--- src/rtl/sram_arbiter.sv ---
// sram_arbiter: shares one single-port SRAM between a router port and a host
// port. An owner keeps the SRAM for as long as its chip select stays high;
// grants are combinational so an accepted access reaches the SRAM in the
// same cycle. Read data comes back one cycle later and is steered to the
// port that issued the read.
// Optional feature: define ARB_ROUND_ROBIN_EN to break simultaneous
// requests in favour of the port that was not served last. By default the
// router always wins ties.
module sram_arbiter #(
  parameter int DATA_WIDTH = 8,
  parameter int ADDR_WIDTH = 8
) (
  input  logic                  clk,
  input  logic                  reset,
  input  logic                  r_cs,
  input  logic                  r_we,
  input  logic [ADDR_WIDTH-1:0] r_address,
  input  logic [DATA_WIDTH-1:0] r_wdata,
  output logic [DATA_WIDTH-1:0] r_rdata,
  input  logic                  h_cs,
  input  logic                  h_we,
  input  logic [ADDR_WIDTH-1:0] h_address,
  input  logic [DATA_WIDTH-1:0] h_wdata,
  output logic                  h_gnt,
  output logic                  r_gnt,
  output logic [DATA_WIDTH-1:0] h_rdata,
  output logic                  h_rvalid,
  output logic                  m_cs,
  output logic                  m_we,
  output logic [ADDR_WIDTH-1:0] m_address,
  output logic [DATA_WIDTH-1:0] m_wdata,
  input  logic [DATA_WIDTH-1:0] m_rdata,
  output logic [15:0]           r_count,
  output logic [15:0]           h_count
);

  typedef enum logic [1:0] {
    OWN_NONE   = 2'd0,
    OWN_ROUTER = 2'd1,
    OWN_HOST   = 2'd2
  } owner_t;

`ifdef ARB_ROUND_ROBIN_EN
  localparam bit RR_EN = 1'b1;
`else
  localparam bit RR_EN = 1'b0;
`endif

  owner_t owner;
  owner_t last_served;
  owner_t rd_src;
  owner_t winner;
  owner_t eff;

  // Pick a winner among the current requesters, ignoring any lock.
  always_comb begin
    winner = OWN_NONE;
    if (r_cs && h_cs) begin
      winner = (RR_EN && last_served == OWN_ROUTER) ? OWN_HOST : OWN_ROUTER;
    end else if (r_cs) begin
      winner = OWN_ROUTER;
    end else if (h_cs) begin
      winner = OWN_HOST;
    end
  end

  // Effective owner: a locked owner keeps the SRAM while its cs stays high;
  // reset forces the SRAM idle immediately, dropping any lock.
  always_comb begin
    eff = winner;
    if (reset) begin
      eff = OWN_NONE;
    end else if (owner == OWN_ROUTER && r_cs) begin
      eff = OWN_ROUTER;
    end else if (owner == OWN_HOST && h_cs) begin
      eff = OWN_HOST;
    end
  end

  assign r_gnt = (eff == OWN_ROUTER);
  assign h_gnt = (eff == OWN_HOST);
  assign m_cs  = (r_cs & r_gnt) | (h_cs & h_gnt);

  // Steer the granted port's command onto the SRAM; drive zeros when idle.
  always_comb begin
    m_we      = 1'b0;
    m_address = '0;
    m_wdata   = '0;
    case (eff)
      OWN_ROUTER: begin
        m_we      = r_we;
        m_address = r_address;
        m_wdata   = r_wdata;
      end
      OWN_HOST: begin
        m_we      = h_we;
        m_address = h_address;
        m_wdata   = h_wdata;
      end
      default: begin
        m_we      = 1'b0;
        m_address = '0;
        m_wdata   = '0;
      end
    endcase
  end

  // The router samples read data without a qualifier; the host gets a valid.
  assign h_rvalid = !reset && (rd_src == OWN_HOST);
  assign h_rdata  = h_rvalid ? m_rdata : '0;
  assign r_rdata  = m_rdata;

  // Ownership, fairness history, read steering and saturating grant counters.
  always_ff @(posedge clk) begin
    if (reset) begin
      owner       <= OWN_NONE;
      last_served <= OWN_HOST;
      rd_src      <= OWN_NONE;
      r_count     <= 16'd0;
      h_count     <= 16'd0;
    end else begin
      owner <= eff;
      if (eff != OWN_NONE) begin
        last_served <= eff;
      end
      rd_src <= (m_cs && !m_we) ? eff : OWN_NONE;
      if (r_gnt && r_cs && r_count != 16'hFFFF) begin
        r_count <= r_count + 16'd1;
      end
      if (h_gnt && h_cs && h_count != 16'hFFFF) begin
        h_count <= h_count + 16'd1;
      end
    end
  end

endmodule

--- config.mk ---
export PLATFORM = sky130hd
export DESIGN_NAME = sram_arbiter
export DESIGN_NICKNAME = d
export VERILOG_FILES = /design/src/rtl/sram_arbiter.sv
export SDC_FILE = /design/constraint.sdc
export NUM_CORES = 1
export LEC_CHECK = 0
export BUFFER_PORTS_ARGS = -buffer_cell sky130_fd_sc_hd__buf_2
export CAP_MARGIN = 0
export CORE_MARGIN = 2
export CORE_UTILIZATION = 40
export CTS_BUF_LIST = sky130_fd_sc_hd__clkbuf_2 sky130_fd_sc_hd__clkbuf_4 sky130_fd_sc_hd__clkbuf_8
export CTS_CLUSTER_SIZE = 8
export DETAILED_ROUTE_END_ITERATION = 8
export GPL_ROUTABILITY_DRIVEN = 1
export PLACE_DENSITY = 0.85
export SLEW_MARGIN = 20
export SYNTH_ARGS = -nofsm -noshare
export SYNTH_HDL_FRONTEND = slang
export SYNTH_SLANG_ARGS = --single-unit
--- constraint.sdc ---
create_clock -name clk -period 6.1 [get_ports clk]
set_input_delay 1.22 -clock clk [delete_from_list [all_inputs] [get_ports clk]]
set_output_delay 1.22 -clock clk [all_outputs]
set_load 0.01 [all_outputs]
==> metrics.yaml, run 1 <==
overflow: 0
synthMuxAreaShare_pct: 2.57
synth-async-reset-ratio_pct: 0
utilization_pct: 54.2
drtIter0Drc: 159
synthDistinctLibCells: 38
die_area_mm2: 0.00595
fin_crit_ps: 4700
dp_hpwl_um: 4280
die_w_um: 77.1
holdBufCountCts: 0
setup_tns_ps: 0
start_kind: "primary input"
yosys_most_used_dff: "dfxtp_1"
path_buf_inv: 3
seq_area_frac_synth_pct: 33.7
post-synth-top-count-cell: "dfxtp_1"
wl_per_cell_um: 12.8
design_area_mm2: 0.00279
worstSetupPathType: "in -> out"
port_buffers: 114
power_frac_comb_pct: 11.7
rsz0062_at_grt: "false"
yosys_warnings: 0
yosys.area.top_type: "dfxtp_1"
critPathRequiredTime_ps: 4880
globalplace.congestion: 0.832
core_area_mm2: 0.00514
min_path_type: "reg -> reg"
synth_fa_ha_area_share_pct: 2.34
ios: 115
cts_sinks: 36
p_seq_share_pct: 49.8
syn-instance-count: 271
final-hold-violation-count: 0
synthSimpleGateAreaFrac_pct: 32.8
worstMarginPinSlew_ps: 798
clk_latency_ps: 280
cts_tree: "built"
synth-seq-cells: 36
placed_area_mm2: 0.00269
synth_top_area_share_pct: 33.7
syn2layout_area_growth_pct: 30.3
multiInputGateArea_mm2: 0.00127
synth.net_count: 321
grt_usage_pct: 18.9
htreeDepth: 2
drtPass1Iterations: 4
vias: 2461
hp-start: "h_count[15]"
crit_path_max_fanout: 37
cp-end-kind: "output port"
synth-compound-area-share_pct: 20.9
grt_first_pass_wirelength_um: 9490
synth-xor-area-share_pct: 0.819
rows: 26
synth_top_family_by_area: "simple AND/OR/NAND/NOR gates"
start_util_pct: 41.6
post_cts_buffers: 0
p_sw_w: 0.000116
postRouteWirelength_um: 5670
synthTopCellsByCount: "dfxtp_1, nor2_1, a21oi_1"
finalSetupViolCount: 0
maxCapViolCount: 0
cts_buffer_depth: 2
diodes: 0
ir_drop_mv: 0.0792
post_cts_resized: 0
critPathMaxStageDelay_ps: 670
crit_path_start: "reset"
swShare_pct: 24.4
nNetsFinal: 422
status: "completed"
crit_top_cell: "buf_2"
n_fill_cell: 512
p_int_w: 0.000361
arrival_ps: 3480
drive_gt1_share_pct: 34.9
max_freq_ghz: 0.213
cpMaxStageDelayCell: "ha_1"
cts_root_buf: "clkbuf_8"
die_y_um: 77.1
powerDensity_mw_per_mm2: 171
final_max_slew_viol_count: 0
synth_area_leaders: "dfxtp_1, a22oi_1, nor2_1"
p_clk_share_pct: 38.5
syn_area_mm2: 0.00214
critPathTopFamily: "buffers and inverters"
fin_worst_skew_ps: 2.36
period_share_pct: 77.1
synth.avg_cell_area_um2: 7.90
timing.rr.start: "owner[1]"
slew_headroom_pct: 46.7
drc: 0
crit_chain: "buf_2 > inv_1 > nand3_1 > ha_1 > a22oi_1 > nor2_1 > buf_2"
grt_antenna_before_repair: 0
first_global_vias: 2192
cts_buffers: 5
regArea_um2: 721
routed_via_density: 5.57
ant_nets: 0
p_leak_nw: 1.25
synth_edf_count: 0
clk_pin_slew_ps: 70
grt_max_degree: 38
worst paths after layout:
path                                    end  slack [ps]  depth (start not counted)
worst max-delay path                   m_we        1400                          7
worst min-delay path            h_count[15]         500                          2
worst max register to register  h_count[15]        2940                          9
worst min register to register  h_count[15]         500                          2
per-stage QoR:
| step | total power, W | setup slack (ps) | hold slack [ps] | cells |
|---|---|---|---|---|
| 2_1_floorplan | 0.000275 | 1960 | 502 | 271 |
| 3_3_place_gp | 0.000298 | 1520 | 482 | 435 |
| 3_5_place_dp | 0.000299 | 1430 | 490 | 435 |
| 4_1_cts | 0.000482 | 1410 | 501 | 442 |
| 5_1_grt | 0.000497 | 1170 | 539 | 442 |
| 6_report | 0.000478 | 1400 | 501 | 442 |
power groups by stage:
stage / Sequential, W / Clock, W / Combinational, W
after global routing: 0.000238 / 0.000197 / 0.0000624
after global placement: 0.000243 / 0 / 0.0000549
after detailed placement: 0.000243 / 0 / 0.0000561
final: 0.000238 / 0.000184 / 0.0000560
after CTS: 0.000238 / 0.000188 / 0.0000563
after floorplan: 0.000243 / 0 / 0.0000319
worst register-to-register path, delay by kind of cell (launching register included):
kind            cells  cell delay (ps)
flops               1              330
fa+ha+maj           1              640
simple gates        4             1640
compound gates      2              350
buf+inv             2              140
area by class of cell:
cell class	count	share of cell area, %
well taps	70	3.14
inverters	9	1.21
flip-flops and latches	36	25.9
repair buffers	115	20.7
clock buffers	7	3.46
multi-input cells	205	45.6
flip-flops by register name (all words and copies together), names as in the netlist:
| name | count |
|---|---|
| rd_src | 2 |
| h_count | 16 |
| owner | 2 |
| r_count | 16 |
cells by family after synthesis:
kind of cell	after synthesis
AND/OR/NAND/NOR	127
AO/OA/AOI/OAI	67
flip-flops	36
buffers and inverters	30
multiplexers	5
adder cells (fa/ha/maj)	4
XOR/XNOR	2
placed cells by master (no fill, tap or decap), types with 2 or more instances in the layout:
cell type / Yosys / final
buf_2: 1 / 114
dfxtp_1: 36 / 36
nor2_1: 32 / 32
a21oi_1: 19 / 19
nand2_1: 17 / 17
a22oi_1: 17 / 17
or4_1: 13 / 13
o31ai_1: 13 / 13
nand4_1: 11 / 11
and2_1: 10 / 10
inv_1: 9 / 9
nand3_1: 9 / 9
o21ai_0: 7 / 7
clkbuf_8: 0 / 7
nor3_1: 6 / 6
or3_1: 6 / 6
nor4_1: 5 / 5
nor2b_1: 4 / 4
mux2_2: 4 / 4
and3_1: 4 / 4
o211ai_1: 4 / 4
ha_1: 4 / 4
and4_1: 3 / 3
nor4_2: 2 / 2
o211a_1: 2 / 2
o311ai_0: 2 / 2
xor2_1: 2 / 2
routing by layer:
metal	track usage, %	wire (um)
met2	34.0	2790
met1	22.9	2380
met4	5.18	63
met3	3.53	441
met5	0	0
Note: power is estimated with default switching activity, not from simulation.
==> inputs of run 2 (changes only) <==
Clock period 6.1 ns to 4.49 ns, I/O delays scaled along.
==> metrics.yaml, run 2 (synthesized netlist as in run 1, its figures left out) <==
port_buffers: 114
ir_drop_mv: 0.103
maxCapViolCount: 0
status: "completed"
start_kind: "primary input"
rows: 26
crit_end: "m_we"
grt_antenna_before_repair: 0
fin_crit_ps: 3580
cts_buffers: 5
top_regs: "h_count: 16 flops, r_count: 16 flops"
ff2ff_path_depth: 8
p_clk_share_pct: 38.2
worstMarginPinSlew_ps: 828
p_leak_nw: 1.27
postRouteWirelength_um: 5830
cp-end-kind: "output port"
grt_usage_pct: 19.1
rsz0062_at_grt: "false"
timing.rr.start: "owner[0]"
final-hold-violation-count: 0
routed_via_density: 5.56
p_sw_w: 0.000156
swShare_pct: 24.1
drive_gt1_share_pct: 35.1
regArea_um2: 721
post_cts_buffers: 0
period_share_pct: 79.8
finalSetupViolCount: 0
slew_headroom_pct: 44.4
final_common_cell: "buf_2"
holdBufCountCts: 0
wl_per_cell_um: 13.2
cts_root_buf: "clkbuf_8"
syn2layout_area_growth_pct: 31.1
max_freq_ghz: 0.279
grt_max_degree: 37
clk_pin_slew_ps: 70
post_cts_resized: 0
htreeDepth: 2
r2r_setup_slack_ps: 1780
p_seq_share_pct: 49.9
clk_latency_ps: 290
totalPowerFinal_w: 0.000648
overflow: 0
drtIter0Drc: 129
diodes: 0
powerDensity_mw_per_mm2: 231
core_area_mm2: 0.00514
cts_buffer_depth: 2
final_max_slew_viol_count: 0
vias: 2465
die_area_mm2: 0.00595
cts_tree: "built"
globalplace.congestion: 0.828
placed_area_mm2: 0.00271
power_frac_comb_pct: 11.9
ant_nets: 0
drc: 0
utilization_pct: 54.6
design_area_mm2: 0.00280
drtPass1Iterations: 4
crit_path_start: "reset"
critPathRequiredTime_ps: 3590
setup_tns_ps: 0
multiInputGateArea_mm2: 0.00128
first_global_vias: 2203
min_path_type: "reg -> reg"
die_y_um: 77.1
p_int_w: 0.000492
nNetsFinal: 423
cts_sinks: 36
crit_path_max_fanout: 36
worstSetupPathType: "in -> out"
n_fill_cell: 511
arrival_ps: 2690
final_cell_mix: "buf_2, dfxtp_1, nor2_1, a21oi_1"
ios: 115
die_w_um: 77.1
fin_worst_skew_ps: 2.73
start_util_pct: 41.6
holdWs_ps: 501
dp_hpwl_um: 4430
reg2reg_to: "r_count[15]"
grt_first_pass_wirelength_um: 9480
run 2: stage by stage:
step	setup WS, ps	std cells
floorplan	998	271
global placement	993	436
detailed placement	906	436
CTS	900	443
global route	775	443
finish	905	443
run 2: how the worst min path moves through the flow:
| stage | from | to | slack (ps) | depth (start not counted) |
|---|---|---|---|---|
| global route | r_count[5] | r_count[5] | 540 | 2 |
| CTS | r_count[15] | r_count[15] | 500 | 2 |
| detailed placement | r_count[15] | r_count[15] | 490 | 2 |
| finish | h_count[15] | h_count[15] | 500 | 2 |
| global placement | h_count[15] | h_count[15] | 480 | 2 |
| floorplan | r_count[1] | r_count[1] | 500 | 2 |
run 2: cell type report:
| type | count | share of cell area [%] |
|---|---|---|
| Clock buffer | 7 | 3.44 |
| Inverter | 9 | 1.20 |
| Multi-Input combinational cell | 205 | 45.6 |
| Sequential cell | 36 | 25.7 |
| Tap cell | 70 | 3.12 |
| Timing Repair Buffer | 116 | 20.9 |
run 2: worst max-delay path: stages:
cell     delay, ps
buf_2          100
buf_4          240
nor2_1         190
ha_1           700
a22oi_1        200
nor2_1         190
buf_2          160
run 2: metal layers:
layer	vias up	GRT usage, %	wire length (um)
met5	-	0	0
met3	6	3.53	461
met1	1126	22.1	2440
met4	0	5.71	70
met2	117	35.4	2860
li1	1216	-	-
run 2: power groups by stage:
stage	logic, W	registers, W	clock network [W]
after floorplan	0.0000434	0.000330	0
after global placement	0.0000761	0.000330	0
after detailed placement	0.0000776	0.000330	0
after CTS	0.0000778	0.000323	0.000252
after global routing	0.0000854	0.000323	0.000264
final	0.0000773	0.000323	0.000248
